===== src/rtl/lcd_line_sequencer.sv =====
// Scanline timing master: counts dots/lines of a 154-line frame, sequences
// OAM -> DRAW -> HBLANK on visible lines and hands line requests to the renderer.
module lcd_line_sequencer #(
    parameter int unsigned DOTS_PER_LINE = 456,
    parameter int unsigned VISIBLE_LINES = 144,
    parameter int unsigned TOTAL_LINES   = 154,
    parameter int unsigned OAM_DOTS      = 80,
    parameter int unsigned MIN_DRAW_DOTS = 172
) (
    input  logic       clk,
    input  logic       reset_n,
    input  logic       lcd_enable,
    input  logic [7:0] lyc,
    input  logic       render_complete,
    input  logic       overrun_clr,
    output logic       drawline,
    output logic [7:0] draw_ly,
    output logic [7:0] ly,
    output logic [8:0] dot,
    output logic [1:0] mode,
    output logic       lyc_match,
    output logic       vblank_irq,
    output logic       stat_irq,
    output logic       frame_done,
    output logic       overrun
);

    localparam int unsigned DOT_W = 9;
    localparam int unsigned LY_W  = 8;

    localparam logic [DOT_W-1:0] LAST_DOT       = DOT_W'(DOTS_PER_LINE - 1);
    localparam logic [DOT_W-1:0] LAST_OAM_DOT   = DOT_W'(OAM_DOTS - 1);
    localparam logic [DOT_W-1:0] FIRST_RC_DOT   = DOT_W'(OAM_DOTS + 1);
    localparam logic [DOT_W-1:0] MIN_HBLANK_DOT = DOT_W'(OAM_DOTS + MIN_DRAW_DOTS);
    localparam logic [LY_W-1:0]  LAST_LINE      = LY_W'(TOTAL_LINES - 1);
    localparam logic [LY_W-1:0]  VBLANK_LINE    = LY_W'(VISIBLE_LINES);

    localparam logic [1:0] MODE_HBLANK = 2'd0;
    localparam logic [1:0] MODE_VBLANK = 2'd1;
    localparam logic [1:0] MODE_OAM    = 2'd2;
    localparam logic [1:0] MODE_DRAW   = 2'd3;

    typedef enum logic [2:0] {
        ST_IDLE,
        ST_OAM,
        ST_DRAW,
        ST_HBLANK,
        ST_VBLANK
    } state_e;

    state_e             state_q, state_d;
    logic [DOT_W-1:0]   dot_q, dot_d;
    logic [LY_W-1:0]    ly_q, ly_d;
    logic [1:0]         mode_q, mode_d;
    logic               done_q, done_d;
    logic               drawline_q, drawline_d;
    logic [LY_W-1:0]    draw_ly_q, draw_ly_d;
    logic               lyc_match_q, lyc_match_d;
    logic               vblank_irq_q, vblank_irq_d;
    logic               stat_irq_q, stat_irq_d;
    logic               frame_done_q, frame_done_d;
    logic               overrun_q, overrun_d;
    logic               line_end;
    logic               ov_set;

    // Next-state: counters, line phase, pulses and sticky overrun
    always_comb begin
        state_d      = state_q;
        dot_d        = dot_q;
        ly_d         = ly_q;
        done_d       = done_q;
        drawline_d   = 1'b0;
        draw_ly_d    = draw_ly_q;
        vblank_irq_d = 1'b0;
        frame_done_d = 1'b0;
        line_end     = 1'b0;
        ov_set       = 1'b0;

        if (!lcd_enable) begin
            state_d = ST_IDLE;
            dot_d   = '0;
            ly_d    = '0;
            done_d  = 1'b0;
        end else if (state_q == ST_IDLE) begin
            state_d = ST_OAM;
            dot_d   = '0;
            ly_d    = '0;
            done_d  = 1'b0;
        end else begin
            line_end = (dot_q == LAST_DOT);
            dot_d    = line_end ? '0 : dot_q + DOT_W'(1);

            case (state_q)
                ST_OAM: begin
                    if (dot_q == LAST_OAM_DOT) begin
                        state_d    = ST_DRAW;
                        drawline_d = 1'b1;
                        draw_ly_d  = ly_q;
                        done_d     = 1'b0;
                    end
                end
                ST_DRAW: begin
                    // Completion is latched; DRAW still lasts at least MIN_DRAW_DOTS
                    done_d = done_q | (render_complete && (dot_q >= FIRST_RC_DOT));
                    if (done_d && (dot_d >= MIN_HBLANK_DOT)) begin
                        state_d = ST_HBLANK;
                    end
                    ov_set = line_end;
                end
                default: ;
            endcase

            if (line_end) begin
                ly_d         = (ly_q == LAST_LINE) ? '0 : ly_q + LY_W'(1);
                state_d      = (ly_d < VBLANK_LINE) ? ST_OAM : ST_VBLANK;
                done_d       = 1'b0;
                vblank_irq_d = (ly_d == VBLANK_LINE);
                frame_done_d = (ly_q == LAST_LINE);
            end
        end

        lyc_match_d = lcd_enable && (ly_d == lyc);
        stat_irq_d  = lyc_match_d && !lyc_match_q;
        overrun_d   = ov_set | (overrun_q & ~overrun_clr);

        case (state_d)
            ST_OAM:    mode_d = MODE_OAM;
            ST_DRAW:   mode_d = MODE_DRAW;
            ST_VBLANK: mode_d = MODE_VBLANK;
            default:   mode_d = MODE_HBLANK;
        endcase
    end

    always_ff @(posedge clk or negedge reset_n) begin
        if (!reset_n) begin
            state_q      <= ST_IDLE;
            dot_q        <= '0;
            ly_q         <= '0;
            mode_q       <= MODE_HBLANK;
            done_q       <= 1'b0;
            drawline_q   <= 1'b0;
            draw_ly_q    <= '0;
            lyc_match_q  <= 1'b0;
            vblank_irq_q <= 1'b0;
            stat_irq_q   <= 1'b0;
            frame_done_q <= 1'b0;
            overrun_q    <= 1'b0;
        end else begin
            state_q      <= state_d;
            dot_q        <= dot_d;
            ly_q         <= ly_d;
            mode_q       <= mode_d;
            done_q       <= done_d;
            drawline_q   <= drawline_d;
            draw_ly_q    <= draw_ly_d;
            lyc_match_q  <= lyc_match_d;
            vblank_irq_q <= vblank_irq_d;
            stat_irq_q   <= stat_irq_d;
            frame_done_q <= frame_done_d;
            overrun_q    <= overrun_d;
        end
    end

    assign drawline   = drawline_q;
    assign draw_ly    = draw_ly_q;
    assign ly         = ly_q;
    assign dot        = dot_q;
    assign mode       = mode_q;
    assign lyc_match  = lyc_match_q;
    assign vblank_irq = vblank_irq_q;
    assign stat_irq   = stat_irq_q;
    assign frame_done = frame_done_q;
    assign overrun    = overrun_q;

endmodule

===== config.mk =====
export PLATFORM = sky130hd
export DESIGN_NAME = lcd_line_sequencer
export DESIGN_NICKNAME = d
export VERILOG_FILES = /design/src/rtl/lcd_line_sequencer.sv
export SDC_FILE = /design/constraint.sdc
export NUM_CORES = 1
export LEC_CHECK = 0
export CAP_MARGIN = 20
export CORE_ASPECT_RATIO = 2
export CORE_MARGIN = 3
export CORE_UTILIZATION = 31
export CTS_CLUSTER_DIAMETER = 100
export DETAILED_ROUTE_END_ITERATION = 7
export GPL_TIMING_DRIVEN = 0
export SETUP_SLACK_MARGIN = 0.3
export SLEW_MARGIN = 20
export SYNTH_ARGS = -nofsm -noshare
export SYNTH_HDL_FRONTEND = slang
export SYNTH_SLANG_ARGS = --single-unit
export TNS_END_PERCENT = 100

===== constraint.sdc =====
create_clock -name clk -period 3.3 [get_ports clk]
set_input_delay 0.66 -clock clk [delete_from_list [all_inputs] [get_ports clk]]
set_output_delay 0.66 -clock clk [all_outputs]
set_load 0.05 [all_outputs]

Yosys cells after proc, flatten, opt, wreduce, memory -nomap -nowiden

Cells that the tools add are included.

Register bits: 37
Logic and storage cells: 75
Output and inout port bits: 33
Input bits: 13

Reductions and logical operators: 8
Eq/ne operators: 12
Bitwise logic cells: 5
$lt $le $gt $ge: 3
Multiplexer cells: 33
Add/subtract/negate cells: 2

Operators with widths:

| cell                  | number |
|---|---|
| $mux W8               | 4 |
| $mux W9               | 3 |
| $mux W3               | 6 |
| $mux W1               | 17 |
| $eq A8 B8 Y1 const B  | 2 |
| $add A9 B1 Y9 const B | 1 |
| $eq A9 B7 Y1 const B  | 1 |
| $eq A9 B9 Y1 const B  | 1 |
| $ge A9 B7 Y1 const B  | 1 |
| $ge A9 B8 Y1 const B  | 1 |
| $add A8 B1 Y8 const B | 1 |
| $eq A8 B8 Y1          | 1 |
| $lt A8 B8 Y1 const B  | 1 |
| $eq A3 B1 Y1 const B  | 2 |
| $eq A3 B2 Y1 const B  | 2 |
| $pmux W2 S3           | 1 |
| $pmux W3 S2           | 1 |
| $ne A5 B1 Y1 const B  | 1 |
| $ne A5 B5 Y1 const B  | 1 |
| $logic_and A1 B1 Y1   | 4 |
| $reduce_and A4 Y1     | 1 |
| $eq A3 B3 Y1 const B  | 1 |
| $logic_not A3 Y1      | 1 |
| $not A1 Y1            | 2 |
| 5 further kinds       | 6 |

Longest topological paths before layout

Gate-level depths: netlist of the first run.

Word-level depth: 11
Gate-level depth with buffers: 9
Depth with buffers taken out: 9

Worst setup path before layout of the first run

Ideal clock, no wire load.

Path type: reg2reg
Start point: register dot_q[0], in the netlist dot[0]
End point: register stat_irq_q, in the netlist stat_irq
Path slack: 531 ps
Cell stages (with the launch flop): 9
Library setup time: 111 ps
Clock period less this slack: 2769 ps
Path buffers: 0
Arrival time: 2657 ps
Cell sequence: dfrtp_1 ha_1 and4b_1 nand3_1 o311ai_1 o2111ai_1 a2111oi_4 nand4_1 a2111oi_2

Word-level cells in the longest chain between the ends: 7

Ends and longest elaborated chain:

| element                  | line | source |
|---|---|---|
| start: declaration       | 52   | `logic [DOT_W-1:0] dot_q, dot_d;` |
| start signal: assignment | 150  | `dot_q <= dot_d;` |
| $eq A9 B9 Y1             | 90   | `line_end = (dot_q == LAST_DOT);` |
| $mux W8                  | 113  | `if (line_end) begin` |
| $mux W8                  | 84   | `end else if (state_q == ST_IDLE) begin` |
| $mux W8                  | 79   | `if (!lcd_enable) begin` |
| $eq A8 B8 Y1             | 122  | `lyc_match_d = lcd_enable && (ly_d == lyc);` |
| $logic_and A1 B1 Y1      | 122  |  |
| $logic_and A1 B1 Y1      | 123  | `stat_irq_d = lyc_match_d && !lyc_match_q;` |
| net stat_irq_d           | 60   | `logic stat_irq_q, stat_irq_d;` |
| end signal: assignment   | 158  | `stat_irq_q <= stat_irq_d;` |
| end: declaration         | 60   |  |

The timed path passes the listed nets, and every way through them passes these cells.
A chain may end at the register's enable or synchronous reset.

Worst setup path after layout of the first run

Start point: register dot_q[1], in the netlist dot[1]
End point: register stat_irq_q, in the netlist stat_irq

Same word-level chain as after synthesis.

==> results of run 1 <==
==> Yosys cell counts, types with 4 or more instances <==
library cell,instances,area share [%]
nor2_1,28,4.5
xor2_1,4,1.5
ha_1,4,2.1
nor3b_1,4,1.3
inv_1,11,1.8
a21oi_1,16,3.4
nand3_1,15,3.2
dfrtp_1,37,40
xnor2_1,6,2.2
and3_1,6,1.6
o21ai_0,15,3.2
buf_2,5,1.1
nor3_1,8,1.7
nand2_1,40,6.4
clkbuf_1,9,1.4
nand4_1,4,1.1
==> routing by layer <==
metal,up-vias,track usage (%),wire length [µm]
met5,-,0,0
li1,1095,-,-
met2,74,31.0,3820
met4,0,12.0,371
met3,26,2.97,248
met1,1064,18.0,2510
==> timing repair <==
action,CTS,global route
endpoints found under the setup margin,0,3
setup buffers,0,4
resized for setup,0,5
==> metrics by stage <==
stage | util [%] | instance area, µm²
floorplan | - | 2340
global placement | 39.5 | 2890
detailed placement | 39.7 | 2910
CTS | 42.1 | 3080
global route | 42.6 | 3120
finish | 42.6 | 3120
==> worst paths after layout <==
check	start	end	slack, ns	cells after the start
worst max-delay path	dot[1]	stat_irq	0.44	8
worst min-delay path	reset_n	ly[5]	0.22	1
worst max register to register	dot[1]	stat_irq	0.44	8
worst min register to register	lyc_match	stat_irq	0.46	1
max in group asynchronous	reset_n	dot[0]	2.65	2
min in group clk	lyc_match	stat_irq	0.46	1
==> report_power, final <==
part / switching (µW) / internal [µW] / total, µW
sequential: 4.16 / 457 / 461
clock: 184 / 377 / 561
combinational: 47.6 / 30.2 / 77.8
==> cell families (layout without fill, tap and decap cells) <==
family,count (synthesis),in the layout
buf+inv,27,84
compound gates,66,66
mux,4,4
fa+ha+maj,4,4
xor+xnor,10,10
simple gates,126,126
flops,37,37
==> worst reg2reg max path, stage by stage, from the launching register on <==
cell	delay (ns)
dfrtp_1	0.45
ha_2	0.28
and4b_1	0.28
nand3_1	0.23
o311ai_1	0.37
o2111ai_1	0.21
a2111oi_4	0.38
nand4_1	0.21
a2111oi_2	0.33
==> flip-flops by register name, indices dropped and copies added, names as in the netlist, 2 cells and up <==
name / count
ly: 8
draw_ly: 8
mode: 2
dot: 9
state_q: 3
==> area by class of cell <==
class                   count  area [µm²]  share of cell area, %
inverters                  11        41.3                   1.32
repair buffers             49         485                   15.6
clock buffers               7         143                   4.57
flip-flops and latches     37         927                   29.7
well taps                  92         115                   3.69
plain buffers              16        68.8                   2.21
clock inverters             1        30.0                  0.962
multi-input cells         210        1310                   42.0
==> flow_metrics.py, run 1 <==
metrics = {
    "worst_setup_path": {
        "worstPathArrival_ns": 3.03,
        "required_ns": 3.48,
        "path_max_fanout": 7,
        "slowest_delay_ns": 0.45,
        "critPathTopFamily": "compound AO/OA/AOI/OAI gates",
        "crit_buf_inv": 0,
        "crit_path_top_delay_cell": "dfrtp_1",
        "startpoint_type": "register",
        "crit_path_end_kind": "register",
        "path_cells": "ha_2 > and4b_1 > nand3_1 > o311ai_1 > o2111ai_1 > a2111oi_4 > nand4_1 > a2111oi_2",
        "critPathKind": "register to register",
    },
    "placed_design": {
        "post-place-ws_ns": 0.240,
        "place_congestion": 0.900,
        "portBuffers": 44,
        "dp.cells": 411,
        "hpwlAfterDp_um": 5380,
    },
    "clocking": {
        "cts_max_level": 2,
        "cts.sinks": 37,
        "ctsHoldBuffers": 0,
        "clk_pin_slew_ns": 0.06,
        "cts_made_buffers": 5,
        "insertion_delay_ns": 0.29,
        "cts_tree": "built",
        "clockBufferDepth": 2,
        "cts-root-buf": "clkbuf_16",
    },
    "detailed_routing": {
        "drt-pass1-iter-count": 4,
        "drt_iter0_drc": 87,
        "drc": 0,
        "num_vias": 2259,
        "routed_wl_um": 6950,
        "routedWlPerCell_um": 16.4,
        "antenna_left": 0,
        "via_per_inst": 5.34,
    },
    "floorplanning": {
        "fp-row-count": 44,
        "core-area_um2": 7320,
        "num_io_pins": 46,
        "die_h_um": 129,
        "start_util_pct": 31.9,
        "die_area_um2": 8680,
        "dieWidth_um": 67.4,
    },
    "sta": {
        "hold_viol_final": 0,
        "fin_crit_ns": 2.86,
        "fin_crit_sh_pct": 86.5,
        "hold_ws_ns": 0.223,
        "fin_skew_ns": 0.00845,
        "slew_headroom_pct": 56.4,
        "rsz0062_at_grt": "true",
        "setup_ws_ns": 0.445,
        "worst_slew_pin_slew_ns": 0.649,
        "final-setup-viol-count": 0,
        "fmaxAchievable_mhz": 350,
        "slew_violations": 0,
        "tns_ns": 0,
    },
    "global_route": {
        "grt_pass1_vias": 2273,
        "grt-ovfl-total": 0,
        "grt_usage_pct": 17.5,
        "antenna_found_initial": 0,
        "grt_pass1_wl_um": 11300,
        "grt_max_degree": 31,
    },
    "final_layout": {
        "n_antenna_cell": 0,
        "fillers": 728,
        "final_common_cell": "clkdlybuf4s50_1",
        "nNetsFinal": 347,
        "layout.cells.non_filler": 423,
        "final_cell_mix": "clkdlybuf4s50_1, nand2_1, dfrtp_1",
        "final_layout_size_suffix_gt1_share_pct": 11.8,
        "synthToLayoutAreaGrowth_pct": 33.5,
    },
    "synth": {
        "synthesis.nets": 291,
        "yosysSeqAreaShare_pct": 39.6,
        "synthArstFlopShare_pct": 100,
        "synth_area_um2": 2340,
        "synth-simple-area-share_pct": 27.9,
        "synth_compound_area_share_pct": 19.9,
        "synth_edf_count": 0,
        "synthXorXnorAreaFrac_pct": 3.75,
        "synth_top_family_by_area": "simple AND/OR/NAND/NOR gates",
        "synth_cells": 274,
        "ys.warnings.count": 0,
        "synth_adder_area_share_pct": 2.14,
        "ys.flop_type": "dfrtp_1",
        "yosys_register_bits": 37,
        "yosysUniqueCellTypes": 58,
        "synthMuxAreaShare_pct": 2.09,
        "syn_avg_cell_area_um2": 8.53,
    },
    "power_and_ir_drop": {
        "ir_drop_uv": 270,
        "p_total_uw": 1100,
        "cellPowerDensity_nw_per_um2": 353,
        "p_leak_uw": 0.00132,
    },
    "worst_hold_path": {
        "hold_class": "input port to asynchronous set/reset pin",
    },
    "run_status": {
        "status": "finished clean",
    },
    "run": {
        "drv_cap": 0,
    },
}
No activity file was read; power rests on OpenSTA's default activity.
==> run 2: changes to the inputs <==
Settings changed: CORE_MARGIN 3 to default, HOLD_SLACK_MARGIN from default to 0.03.
==> run 2 against run 1 <==
Critical path depth unchanged. Global-route usage up 1.1 points. Non-clock buffer count unchanged. Highest routed layer unchanged. Critical path type unchanged. Critical endpoint unchanged.
==> flow_metrics.py, run 2 (same netlist as run 1, synthesis figures left out) <==
metrics = {
    "global_route": {
        "grt_usage_pct": 18.6,
        "grt-ovfl-total": 0,
        "grt_pass1_wl_um": 11100,
        "grt_max_degree": 31,
        "antenna_found_initial": 0,
        "grt_pass1_vias": 2315,
    },
    "worst_setup_path": {
        "startpoint_type": "register",
        "crit_path_top_delay_cell": "dfrtp_1",
        "path_cells": "ha_2 > and4b_1 > nand3_2 > o311ai_2 > o2111ai_1 > a2111oi_4 > nand4_1 > a2111oi_2",
        "slowest_delay_ns": 0.48,
        "r2r-end": "stat_irq",
        "crit_path_end_kind": "register",
        "ff2ff_path_depth": 8,
        "critPathKind": "register to register",
        "r2r_slack_ns": 0.47,
        "timing.rr.start": "dot[0]",
        "path_max_fanout": 8,
        "required_ns": 3.49,
        "worstPathArrival_ns": 3.02,
    },
    "clocking": {
        "cts_max_level": 2,
        "clockBufferDepth": 2,
        "clk_pin_slew_ns": 0.06,
        "ctsHoldBuffers": 0,
        "cts-root-buf": "clkbuf_16",
        "cts.sinks": 37,
        "cts_made_buffers": 5,
        "insertion_delay_ns": 0.29,
        "cts_tree": "built",
    },
    "sta": {
        "slew_violations": 0,
        "final-setup-viol-count": 0,
        "tns_ns": 0,
        "worst_slew_pin_slew_ns": 0.648,
        "hold_ws_ns": 0.222,
        "hold_viol_final": 0,
        "fin_crit_sh_pct": 85.8,
        "fin_skew_ns": 0.00388,
        "fmaxAchievable_mhz": 353,
        "fin_crit_ns": 2.83,
        "slew_headroom_pct": 56.6,
        "rsz0062_at_grt": "false",
    },
    "detailed_routing": {
        "drt_iter0_drc": 73,
        "routedWlPerCell_um": 16.4,
        "met2_length_um": 3970,
        "wl_met1_um": 2440,
        "routed_wl_um": 6930,
        "drt-pass1-iter-count": 4,
        "wl_met3_um": 246,
        "num_vias": 2293,
        "drc": 0,
        "top_layer": "met4",
        "via_per_inst": 5.42,
        "antenna_left": 0,
    },
    "final_layout": {
        "final_common_cell": "clkdlybuf4s50_1",
        "nNetsFinal": 347,
        "fillers": 762,
        "synthToLayoutAreaGrowth_pct": 33.9,
        "final_cell_mix": "clkdlybuf4s50_1, nand2_1, dfrtp_1",
        "utilization_pct": 43.1,
        "n_antenna_cell": 0,
        "final_layout_size_suffix_gt1_share_pct": 12.4,
        "fin_area_um2": 3130,
        "largest_register_ff_count": 9,
        "seq_area_um2": 926,
        "multi_input_area_um2": 1320,
        "layout.cells.non_filler": 423,
    },
    "floorplanning": {
        "num_io_pins": 46,
        "start_util_pct": 32.2,
        "core-area_um2": 7270,
        "dieWidth_um": 63.4,
        "fp-row-count": 44,
        "die_h_um": 125,
        "die_area_um2": 7910,
    },
    "run": {
        "drv_cap": 0,
    },
    "placed_design": {
        "portBuffers": 44,
        "dp.cells": 411,
        "place_congestion": 0.936,
        "hpwlAfterDp_um": 5270,
        "place_area_um2": 2910,
    },
    "power_and_ir_drop": {
        "cellPowerDensity_nw_per_um2": 351,
        "ir_drop_uv": 234,
        "p_leak_uw": 0.00131,
    },
    "run_status": {
        "status": "finished clean",
    },
    "worst_hold_path": {
        "hold_class": "input port to asynchronous set/reset pin",
    },
}
[run 2: cell types whose count changed in the layout (fill, tap and decap cells not counted)]
cell / delta
clkbuf_1: -1
dfrtp_2: -1
nand3_1: -1
nand3_2: +1
dfrtp_1: +1
clkinvlp_4: +1
clkbuf_8: -1
o311ai_1: -1
o311ai_2: +1
clkinv_4: +1
[run 2: how the worst max path moves through the flow]
stage | slack [ns] | start | end | depth (start not counted)
floorplan | 0.53 | dot[0] | stat_irq | 8
global placement | 0.23 | lcd_enable | stat_irq | 7
detailed placement | 0.26 | lcd_enable | stat_irq | 7
CTS | 0.33 | dot[0] | stat_irq | 9
global route | 0.31 | dot[0] | mode[0] | 8
finish | 0.47 | dot[0] | stat_irq | 8
[run 2: area by class of cell]
cell class | instances | area share [%]
multi-input combinational | 210 | 42.2
sequential | 37 | 29.6
timing repair buffer | 49 | 15.5
clock buffer | 5 | 4.00
tap | 92 | 3.68
buffer | 16 | 2.20
clock inverter | 3 | 1.48
inverter | 11 | 1.32
[run 2: timing repair]
action | 4_1_cts | 5_1_grt
setup buffers | 0 | 4
gates resized for setup | 0 | 6
setup endpoints to repair | 0 | 3
hold endpoints to repair | 0 | 0
[run 2: stage by stage]
step           total power [µW]  setup slack, ns
6_report                   1100            0.470
4_1_cts                    1110            0.328
5_1_grt                    1130            0.310
2_1_floorplan               504            0.531
3_5_place_dp                547            0.262
3_3_place_gp                545            0.232
[run 2: report_power, final]
| group | total [µW] | switching (µW) | internal [µW] |
|---|---|---|---|
| sequential | 461 | 4.28 | 457 |
| combinational | 78.0 | 47.8 | 30.2 |
| clock | 558 | 201 | 358 |
[run 2: critical path, delay by kind of cell (launching register included)]
family / cells / cell delay (ns)
AOI/OAI and AO/OA: 4 / 1.24
DFF: 1 / 0.48
and+or+nand+nor: 3 / 0.69
adders and majority gates: 1 / 0.29
[run 2: per-layer routing]
layer	GRT usage [%]	vias up
met4	11.9	0
li1	-	1091
met1	17.5	1109
met5	0	-
met2	35.0	73
met3	3.21	20
